===== src/rtl/pipe_hazard_ctrl_if.sv =====
// Control bundle between the pipeline datapath and the hazard sequencer.
// The datapath takes the master side. The sequencer takes the slave side.
interface pipe_hazard_ctrl_if;
    logic [0:5]  id_src_a;
    logic [0:5]  id_src_b;
    logic        id_use_a;
    logic        id_use_b;
    logic [0:5]  ex_dest;
    logic        ex_reg_write;
    logic        ex_mc_op;
    logic [0:5]  mem_dest;
    logic        mem_reg_write;
    logic [0:5]  wb_dest;
    logic        wb_reg_write;
    logic        mem_redirect;
    logic        clear_stats;
    logic        stall_if;
    logic        bubble_ex;
    logic        hold_ex;
    logic        flush_id;
    logic        flush_ex;
    logic        flush_mem;
    logic        mc_busy;
    logic [0:15] stall_count;
    logic [0:15] flush_count;

    modport master (
        output id_src_a, id_src_b, id_use_a, id_use_b,
        output ex_dest, ex_reg_write, ex_mc_op,
        output mem_dest, mem_reg_write, wb_dest, wb_reg_write,
        output mem_redirect, clear_stats,
        input  stall_if, bubble_ex, hold_ex, flush_id, flush_ex, flush_mem,
        input  mc_busy, stall_count, flush_count
    );

    modport slave (
        input  id_src_a, id_src_b, id_use_a, id_use_b,
        input  ex_dest, ex_reg_write, ex_mc_op,
        input  mem_dest, mem_reg_write, wb_dest, wb_reg_write,
        input  mem_redirect, clear_stats,
        output stall_if, bubble_ex, hold_ex, flush_id, flush_ex, flush_mem,
        output mc_busy, stall_count, flush_count
    );
endinterface


===== src/rtl/pipe_hazard_ctrl.sv =====
// Pipeline sequencer: handles RAW stall/bubble, multi-cycle EX hold and redirect flush.
// It also keeps saturating stall and flush statistics counters.
module pipe_hazard_ctrl #(
    parameter int unsigned MC_LATENCY = 4,
    parameter bit          RF_BYPASS  = 1'b0
) (
    input  logic               clock,
    input  logic               reset,
    pipe_hazard_ctrl_if.slave  bus
);
    typedef enum logic {RUN = 1'b0, MC_BUSY = 1'b1} state_e;

    localparam logic [3:0] MC_LOAD = 4'(MC_LATENCY - 2);

    state_e      state_q, state_d;
    logic [3:0]  mc_cnt_q, mc_cnt_d;
    logic [0:15] stall_count_q, stall_count_d;
    logic [0:15] flush_count_q, flush_count_d;

    logic        stall_int, bubble_int, hold_int, flush_int;
    logic        raw;
    logic [0:5]  wr_dest [3];
    logic [2:0]  wr_en;
    logic [2:0]  hit;

    function automatic logic tag_hit(input logic use_src, input logic [0:5] src,
                                     input logic wr, input logic [0:5] dst);
        return use_src && wr && (src == dst) && (src != 6'b000000);
    endfunction

    // Writer 0 is EX, 1 is MEM, 2 is WB. WB is ignored when the file forwards its own write.
    assign wr_dest[0] = bus.ex_dest;
    assign wr_dest[1] = bus.mem_dest;
    assign wr_dest[2] = bus.wb_dest;
    assign wr_en      = {bus.wb_reg_write && !RF_BYPASS, bus.mem_reg_write, bus.ex_reg_write};

    genvar gi;
    generate
        for (gi = 0; gi < 3; gi++) begin : g_hit
            assign hit[gi] = tag_hit(bus.id_use_a, bus.id_src_a, wr_en[gi], wr_dest[gi]) ||
                             tag_hit(bus.id_use_b, bus.id_src_b, wr_en[gi], wr_dest[gi]);
        end
    endgenerate

    assign raw = |hit;

    always_comb begin
        state_d    = state_q;
        mc_cnt_d   = mc_cnt_q;
        stall_int  = 1'b0;
        bubble_int = 1'b0;
        hold_int   = 1'b0;
        flush_int  = 1'b0;
        if (bus.mem_redirect) begin
            flush_int = 1'b1;
            state_d   = RUN;
            mc_cnt_d  = 4'd0;
        end else if (state_q == RUN && bus.ex_mc_op) begin
            hold_int  = 1'b1;
            stall_int = 1'b1;
            mc_cnt_d  = MC_LOAD;
            state_d   = MC_BUSY;
        end else if (state_q == MC_BUSY && mc_cnt_q != 4'd0) begin
            hold_int  = 1'b1;
            stall_int = 1'b1;
            mc_cnt_d  = mc_cnt_q - 4'd1;
        end else begin
            // Release cycle of a multi-cycle op behaves like a normal RUN cycle.
            state_d = RUN;
            if (raw) begin
                stall_int  = 1'b1;
                bubble_int = 1'b1;
            end
        end
    end

    always_comb begin
        stall_count_d = stall_count_q;
        flush_count_d = flush_count_q;
        if (bus.clear_stats) begin
            stall_count_d = 16'h0000;
            flush_count_d = 16'h0000;
        end else begin
            if (stall_int && stall_count_q != 16'hFFFF)
                stall_count_d = stall_count_q + 16'h0001;
            if (flush_int && flush_count_q != 16'hFFFF)
                flush_count_d = flush_count_q + 16'h0001;
        end
    end

    always_ff @(posedge clock or negedge reset) begin
        if (!reset) begin
            state_q       <= RUN;
            mc_cnt_q      <= 4'd0;
            stall_count_q <= 16'h0000;
            flush_count_q <= 16'h0000;
        end else begin
            state_q       <= state_d;
            mc_cnt_q      <= mc_cnt_d;
            stall_count_q <= stall_count_d;
            flush_count_q <= flush_count_d;
        end
    end

    // Reset forces the pipeline to flush without waiting for a clock edge.
    assign bus.stall_if    = reset && stall_int;
    assign bus.bubble_ex   = reset && bubble_int;
    assign bus.hold_ex     = reset && hold_int;
    assign bus.flush_id    = !reset || flush_int;
    assign bus.flush_ex    = !reset || flush_int;
    assign bus.flush_mem   = !reset || flush_int;
    assign bus.mc_busy     = reset && (state_q == MC_BUSY);
    assign bus.stall_count = stall_count_q;
    assign bus.flush_count = flush_count_q;
endmodule


===== src/flat_wrapper.sv =====
// flat-port wrapper written by rule: the top's interface ports become plain ports
module pipe_hazard_ctrl_flat 
#(
    parameter int unsigned MC_LATENCY = 4,
    parameter bit          RF_BYPASS  = 1'b0
)
  (clock, reset, bus_id_src_a, bus_id_src_b, bus_id_use_a, bus_id_use_b, bus_ex_dest, bus_ex_reg_write, bus_ex_mc_op, bus_mem_dest, bus_mem_reg_write, bus_wb_dest, bus_wb_reg_write, bus_mem_redirect, bus_clear_stats, bus_stall_if, bus_bubble_ex, bus_hold_ex, bus_flush_id, bus_flush_ex, bus_flush_mem, bus_mc_busy, bus_stall_count, bus_flush_count);
  pipe_hazard_ctrl_if bus_i ();
  input  logic clock;
  input  logic reset;
  input wire logic [$bits(bus_i.id_src_a)-1:0] bus_id_src_a;
  input wire logic [$bits(bus_i.id_src_b)-1:0] bus_id_src_b;
  input wire logic [$bits(bus_i.id_use_a)-1:0] bus_id_use_a;
  input wire logic [$bits(bus_i.id_use_b)-1:0] bus_id_use_b;
  input wire logic [$bits(bus_i.ex_dest)-1:0] bus_ex_dest;
  input wire logic [$bits(bus_i.ex_reg_write)-1:0] bus_ex_reg_write;
  input wire logic [$bits(bus_i.ex_mc_op)-1:0] bus_ex_mc_op;
  input wire logic [$bits(bus_i.mem_dest)-1:0] bus_mem_dest;
  input wire logic [$bits(bus_i.mem_reg_write)-1:0] bus_mem_reg_write;
  input wire logic [$bits(bus_i.wb_dest)-1:0] bus_wb_dest;
  input wire logic [$bits(bus_i.wb_reg_write)-1:0] bus_wb_reg_write;
  input wire logic [$bits(bus_i.mem_redirect)-1:0] bus_mem_redirect;
  input wire logic [$bits(bus_i.clear_stats)-1:0] bus_clear_stats;
  output wire logic [$bits(bus_i.stall_if)-1:0] bus_stall_if;
  output wire logic [$bits(bus_i.bubble_ex)-1:0] bus_bubble_ex;
  output wire logic [$bits(bus_i.hold_ex)-1:0] bus_hold_ex;
  output wire logic [$bits(bus_i.flush_id)-1:0] bus_flush_id;
  output wire logic [$bits(bus_i.flush_ex)-1:0] bus_flush_ex;
  output wire logic [$bits(bus_i.flush_mem)-1:0] bus_flush_mem;
  output wire logic [$bits(bus_i.mc_busy)-1:0] bus_mc_busy;
  output wire logic [$bits(bus_i.stall_count)-1:0] bus_stall_count;
  output wire logic [$bits(bus_i.flush_count)-1:0] bus_flush_count;
  assign bus_i.id_src_a = bus_id_src_a;
  assign bus_i.id_src_b = bus_id_src_b;
  assign bus_i.id_use_a = bus_id_use_a;
  assign bus_i.id_use_b = bus_id_use_b;
  assign bus_i.ex_dest = bus_ex_dest;
  assign bus_i.ex_reg_write = bus_ex_reg_write;
  assign bus_i.ex_mc_op = bus_ex_mc_op;
  assign bus_i.mem_dest = bus_mem_dest;
  assign bus_i.mem_reg_write = bus_mem_reg_write;
  assign bus_i.wb_dest = bus_wb_dest;
  assign bus_i.wb_reg_write = bus_wb_reg_write;
  assign bus_i.mem_redirect = bus_mem_redirect;
  assign bus_i.clear_stats = bus_clear_stats;
  assign bus_stall_if = bus_i.stall_if;
  assign bus_bubble_ex = bus_i.bubble_ex;
  assign bus_hold_ex = bus_i.hold_ex;
  assign bus_flush_id = bus_i.flush_id;
  assign bus_flush_ex = bus_i.flush_ex;
  assign bus_flush_mem = bus_i.flush_mem;
  assign bus_mc_busy = bus_i.mc_busy;
  assign bus_stall_count = bus_i.stall_count;
  assign bus_flush_count = bus_i.flush_count;
  pipe_hazard_ctrl #(.MC_LATENCY(MC_LATENCY), .RF_BYPASS(RF_BYPASS)) u_core (.clock(clock), .reset(reset), .bus(bus_i));
endmodule

===== config.mk =====
export PLATFORM = sky130hd
export DESIGN_NAME = pipe_hazard_ctrl_flat
export DESIGN_NICKNAME = d
export VERILOG_FILES = /design/src/rtl/pipe_hazard_ctrl_if.sv /design/src/rtl/pipe_hazard_ctrl.sv /design/src/flat_wrapper.sv
export SDC_FILE = /design/constraint.sdc
export NUM_CORES = 1
export LEC_CHECK = 0
export CAP_MARGIN = 20
export CORE_AREA = 8 8 94 96
export DETAILED_ROUTE_END_ITERATION = 6
export DIE_AREA = 0 0 102 104
export HOLD_SLACK_MARGIN = 0.1
export RECOVER_POWER = 100
export SLEW_MARGIN = 20
export SYNTH_ARGS = -nofsm -noshare
export SYNTH_HDL_FRONTEND = slang
export SYNTH_SLANG_ARGS = --single-unit

===== constraint.sdc =====
create_clock -name clock -period 4.4 [get_ports clock]
set_clock_uncertainty 0.2 [all_clocks]
set_input_delay 0.66 -clock clock [delete_from_list [all_inputs] [get_ports clock]]
set_output_delay 0.66 -clock clock [all_outputs]
set_load 0.03 [all_outputs]

After elaboration in Yosys (flattened, before gate mapping)
Index checks and enable logic that the tools add are counted.
{"block": "totals", "latchBits": 0, "ram_bits": 0, "regBits": 37, "mem_count": 0, "inputBits": 40, "wordCells": 76, "output_inout_bits": 39, "romBits": 0}
{"block": "classes", "bitwise_logic": 1, "order_cmp": 0, "reduce_logical": 38, "multipliers": 0, "div": 0, "shifts": 0, "n_eq_ne": 9, "mux": 21, "n_addsub": 3}
{"operator": "$mux W16", "count": 4}
{"operator": "$eq A6 B6 Y1", "count": 6}
{"operator": "$add A16 B1 Y16 const B", "count": 2}
{"operator": "$ne A16 B16 Y1 const B", "count": 2}
{"operator": "$logic_and A1 B1 Y1", "count": 26}
{"operator": "$mux W1", "count": 14}
{"operator": "$mux W4", "count": 3}
{"operator": "$reduce_bool A6 Y1", "count": 2}
{"operator": "$logic_or A1 B1 Y1", "count": 4}
{"operator": "$reduce_bool A2 Y1", "count": 2}
{"operator": "$reduce_bool A4 Y1", "count": 1}
{"operator": "$sub A4 B1 Y4 const B", "count": 1}
{"operator": "$ne A3 B2 Y1 const B", "count": 1}
{"operator": "$reduce_bool A3 Y1", "count": 1}
{"operator": "$reduce_or A3 Y1", "count": 1}
{"operator": "$logic_not A1 Y1", "count": 1}
{"operator": "$not A1 Y1", "count": 1}

Depth between registers and ports, before layout
Gate-level depths: netlist (run 1).
{"block": "logic_depth", "word_depth": 12, "mapped_depth": 9, "depth_no_buf": 8}

Least setup slack after synthesis (run 1)
Ideal clock, no wire load.
{"block": "synth_timing", "path_type": "in2out", "start": "in bus_ex_dest[2]", "end": "out bus_stall_if", "arrival_ns": 2.178, "path_buffers": 1, "path_stages": 7, "path_slack_ns": 1.362, "required_time_ns": 3.540, "path_cell_list": "xor2_1 -> nor4_1 -> nand4_1 -> and3_1 -> o22a_1 -> clkbuf_1 -> nor2_1"}
{"block": "synth_between", "elab_chain_cells": 10, "elab_cells_between_ends": 13, "classes_between": "eq/ne: 2; mux: 4; reduce/logical: 7"}
{"item": "from (decl)", "line": "flat_wrapper.sv:15", "text": "input wire logic [$bits(bus_i.ex_dest)-1:0] bus_ex_dest;"}
{"item": "$eq A6 B6 Y1", "line": "pipe_hazard_ctrl.sv:28", "text": "return use_src && wr && (src == dst) && (src != 6'b000000);"}
{"item": "$logic_and A1 B1 Y1 (2 in series)", "line": "pipe_hazard_ctrl.sv:28"}
{"item": "$logic_or A1 B1 Y1 *", "line": "pipe_hazard_ctrl.sv:40", "text": "assign hit[gi] = tag_hit(bus.id_use_a, bus.id_src_a, wr_en[gi], wr_dest[gi]) ||"}
{"item": "$reduce_or A3 Y1 *", "line": "pipe_hazard_ctrl.sv:45", "text": "assign raw = |hit;"}
{"item": "$mux W1 *", "line": "pipe_hazard_ctrl.sv:70", "text": "if (raw) begin"}
{"item": "$mux W1 *", "line": "pipe_hazard_ctrl.sv:63", "text": "end else if (state_q == MC_BUSY && mc_cnt_q != 4'd0) begin"}
{"item": "$mux W1 *", "line": "pipe_hazard_ctrl.sv:58", "text": "end else if (state_q == RUN && bus.ex_mc_op) begin"}
{"item": "$mux W1 *", "line": "pipe_hazard_ctrl.sv:54", "text": "if (bus.mem_redirect) begin"}
{"item": "$logic_and A1 B1 Y1 *", "line": "pipe_hazard_ctrl.sv:106", "text": "assign bus.stall_if = reset && stall_int;"}
{"item": "to (decl)", "line": "flat_wrapper.sv:24", "text": "output wire logic [$bits(bus_i.stall_if)-1:0] bus_stall_if;"}
Mark *: on every way between the ends. The rest lies on a longest branch, timed or not.

Worst setup path after layout (run 1)
{"block": "layout_timing", "start": "in bus_id_src_a[0]", "end": "out bus_stall_if"}
{"block": "layout_between", "elab_chain_cells": 10, "elab_cells_between_ends": 19, "classes_between": "eq/ne: 3; mux: 4; reduce/logical: 12"}
{"item": "from (decl)", "line": "flat_wrapper.sv:11", "text": "input wire logic [$bits(bus_i.id_src_a)-1:0] bus_id_src_a;"}
{"item": "$eq A6 B6 Y1", "line": "pipe_hazard_ctrl.sv:28"}
{"item": "$logic_and A1 B1 Y1 (2 in series)", "line": "pipe_hazard_ctrl.sv:28"}
{"item": "$logic_or A1 B1 Y1", "line": "pipe_hazard_ctrl.sv:40"}
{"item": "$reduce_or A3 Y1 *", "line": "pipe_hazard_ctrl.sv:45"}
{"item": "$mux W1 *", "line": "pipe_hazard_ctrl.sv:70"}
{"item": "$mux W1 *", "line": "pipe_hazard_ctrl.sv:63"}
{"item": "$mux W1 *", "line": "pipe_hazard_ctrl.sv:58"}
{"item": "$mux W1 *", "line": "pipe_hazard_ctrl.sv:54"}
{"item": "$logic_and A1 B1 Y1 *", "line": "pipe_hazard_ctrl.sv:106"}
Marks and branches as above.

==> reports/results.txt, run 1 <==
status: completed
Primary FF master, synth: dfrtp_1
Psw: 0.221 mW
Final Hold Vio Count: 0
met1 Track Usage GR: 0.168
fmax: 0.246 GHz
# hold bufs at CTS: 0
DIE AREA: 0.0106 mm2
Mapped Avg Cell Area: 8.64 um2
Async S/R FF share, synth: 1.00
Post-Route WL: 7110 um
Critical Path Sink Type: output pin
Top Ports: 79
clock buffer count from CTS: 5
total congestion overflow: 0
switch share: 0.274
Adder-Cell Fraction of Synth Area: 0.0198
Min Clock Period, post-route: 4.07 ns
all-layer global routing usage: 0.135
utilization after layout: 0.469
Leak Pwr: 1.46 nW
Logic pwr share: 0.203
arrival time worst endpoint: 3.21 ns
routed len/inst: 15.1 um
CTS sink cnt: 37
Core Region: 0.00745 mm2
Setup Fix Bufs, Post-CTS: 0
GRT met2 Usage: 0.222
Cell Pwr Density: 231 mW/mm2
DR vias: 2345
Initial Util: 0.339
H-Tree Depth: 2
Synth cell types: 39
cell taking the most area after synthesis: dfrtp_1
initial antenna violation count: 0
first-pass GRT wire length: 11700 um
Synthesized Nets: 336
CTS tree: done
layout cells sized above 1: 0.0297
crit path kind: input port to output pin
Routed Antenna Nets: 0
diode count: 0
CP max FO: 4
commonest non-fill, non-tap cells in the layout: dlygate4sd3_1, nor2_1, dfrtp_1, clkdlybuf4s50_1, xnor2_1
Pre-antenna DRT Iters: 4
Clock Latency Late Sink: 0.30 ns
Hold Slack: 0.239 ns
DP HPWL: 5420 um
maxcap violations: 0
Req. time, crit path: 3.54 ns
num rows: 32
startpoint types: input port
# DRC: 0
Yosys reg bits: 37
CTS Buffer Depth: 2
Area growth, synth to finish: 38.4%
worst-margin pin slew: 1.41 ns
root buffer cell: clkbuf_8
vias per inst: 4.97
part of the power in the clock network: 0.360
GR Util met3: 0.0348
largest family of logic cells by synthesized area: simple AND/OR/NAND/NOR gates
Int Pwr: 0.586 mW
Net count, final: 414
Setup violations, final: 0
Pins Over Slew Limit: 0
most common cell after layout, fill and taps aside: dlygate4sd3_1
I/O Buffers: 78
number of global-route vias before repair: 2326
fin area: 0.00349 mm2
largest cells by area after synthesis: dfrtp_1, xnor2_1, xor2_1
RSZ-0062 raised after global routing: no
xor/xnor share of the synthesized area: 0.163
Cell Area, Placed: 0.00340 mm2
Resized cells post-CTS: 0
die height: 104 um
drt initial violations: 113
Synth Area in Simple Gates: 0.293
Worst Hold Class: input port to asynchronous set/reset pin
share of the synthesized area in the top cell type: 0.367
GR peak layer: met2
mux cell area share after synthesis: 0.0451
Worst-path clk slew: 0.07 ns
peak supply drop: 158 uV
Synth Cell Area: 0.00252 mm2
Max-slew headroom: 0.0373
largest net degree at the start of global routing: 39
number of flops mapped to enable cells by yosys: 0
fin crit share: 0.924
gp weighted congestion: 0.821
TNS Setup: 0 ns
post-synthesis compound-gate area fraction: 0.0833
Die W: 102 um
post-synthesis sequential area ratio: 0.367
Pwr Total: 0.807 mW
Seq pwr share: 0.437
synth warn: 0
Mapped Cells: 292
-- cell usage after synthesis (all sizes together), types with 3 or more instances --
cell and count:
a21oi 16, o21ai 9, clkbuf 7, nor2b 9, nor3 6, nor4 9, xor2 22, buf 3
or4 8, and4 3, and3 4, nand3 13, xnor2 25, o31ai 4, nand2 22, or3 8
dfrtp 37, ha 4, nand4 10, mux2 8, inv 7, nor2 40
-- cell type report --
cell class | instances | area (um2)
clock inverter | 2 | 35.0
tap | 102 | 128
inverter | 7 | 26.3
fill | 733 | 3960
clock buffer | 5 | 68.8
multi-input combinational | 238 | 1510
timing repair buffer | 81 | 795
sequential | 37 | 926
-- kinds of logic after synthesis --
kind of cell / Yosys count
AOI/OAI and AO/OA: 35
xor gates and xnor gates: 47
adders and majority gates: 4
buffers and inverters: 17
DFF: 37
muxes: 10
and+or+nand+nor: 142
-- routing by layer --
metal	wire, um	vias up
met4	75	0
met5	0	-
met2	3310	57
li1	-	1184
met3	464	5
met1	3270	1099
-- worst paths after layout --
kind	startpoint	endpoint	slack (ns)	cells after the start
worst max register to register	u_core.mc_cnt_q[0]	u_core.bus.stall_count[3]	1.20	9
worst min register to register	u_core.bus.flush_count[5]	u_core.bus.flush_count[5]	0.37	2
max in group asynchronous	reset	u_core.bus.stall_count[3]	3.42	2
worst max-delay path	bus_id_src_a[0]	bus_stall_if	0.33	8
min in group clock	u_core.bus.flush_count[5]	u_core.bus.flush_count[5]	0.37	2
worst min-delay path	reset	u_core.bus.flush_count[4]	0.24	2
-- stage by stage --
step                std cells  setup slack (ns)
floorplan                 292              1.36
global placement          465             0.477
detailed placement        465             0.481
CTS                       472             0.475
global route              472             0.187
finish                    472             0.332
-- state kept, by name, indices dropped and copies added, names as in the netlist --
signal / count
u_core.mc_cnt_q: 4
u_core.bus.flush_count: 16
u_core.state_q: 1
u_core.bus.stall_count: 16
-- power groups by stage --
stage / sequential [mW] / clock (mW) / combinational, mW
detailed placement: 0.359 / 0 / 0.169
floorplan: 0.365 / 0 / 0.0796
global route: 0.354 / 0.313 / 0.180
global placement: 0.359 / 0 / 0.168
CTS: 0.353 / 0.302 / 0.170
finish: 0.353 / 0.291 / 0.164
-- worst max-delay path, stage by stage --
cell and delay, ns:
dlygate4sd3_1 0.62, xor2_1 0.17, nor4_1 0.32, nand4_1 0.19
and4b_1 0.22, o22a_1 0.19, nor2_1 0.08, dlygate4sd3_1 0.76
No activity file was read; power rests on OpenSTA's default activity.
==> run 2, diff against run 1 <==
--- a/config.mk
+++ b/config.mk
@@ -7,11 +7,12 @@
 export LEC_CHECK = 0
 export CAP_MARGIN = 20
 export CORE_AREA = 8 8 94 96
+export CTS_BUF_LIST = sky130_fd_sc_hd__clkbuf_4 sky130_fd_sc_hd__clkbuf_8 sky130_fd_sc_hd__clkbuf_16
 export DETAILED_ROUTE_END_ITERATION = 6
 export DIE_AREA = 0 0 102 104
 export HOLD_SLACK_MARGIN = 0.1
 export RECOVER_POWER = 100
-export SLEW_MARGIN = 20
+export SLEW_MARGIN = 40
 export SYNTH_ARGS = -nofsm -noshare
 export SYNTH_HDL_FRONTEND = slang
 export SYNTH_SLANG_ARGS = --single-unit
==> results of run 2 <==
No change in the layout: final DEF, timing and power equal those of run 1.
==> run 3, diff against run 2 <==
--- a/config.mk
+++ b/config.mk
@@ -10,8 +10,10 @@
 export CTS_BUF_LIST = sky130_fd_sc_hd__clkbuf_4 sky130_fd_sc_hd__clkbuf_8 sky130_fd_sc_hd__clkbuf_16
 export DETAILED_ROUTE_END_ITERATION = 6
 export DIE_AREA = 0 0 102 104
+export GPL_ROUTABILITY_DRIVEN = 1
 export HOLD_SLACK_MARGIN = 0.1
 export RECOVER_POWER = 100
+export SETUP_SLACK_MARGIN = 0.05
 export SLEW_MARGIN = 40
 export SYNTH_ARGS = -nofsm -noshare
 export SYNTH_HDL_FRONTEND = slang
==> results of run 3 <==
No change in the layout: final DEF, timing and power equal those of run 1.
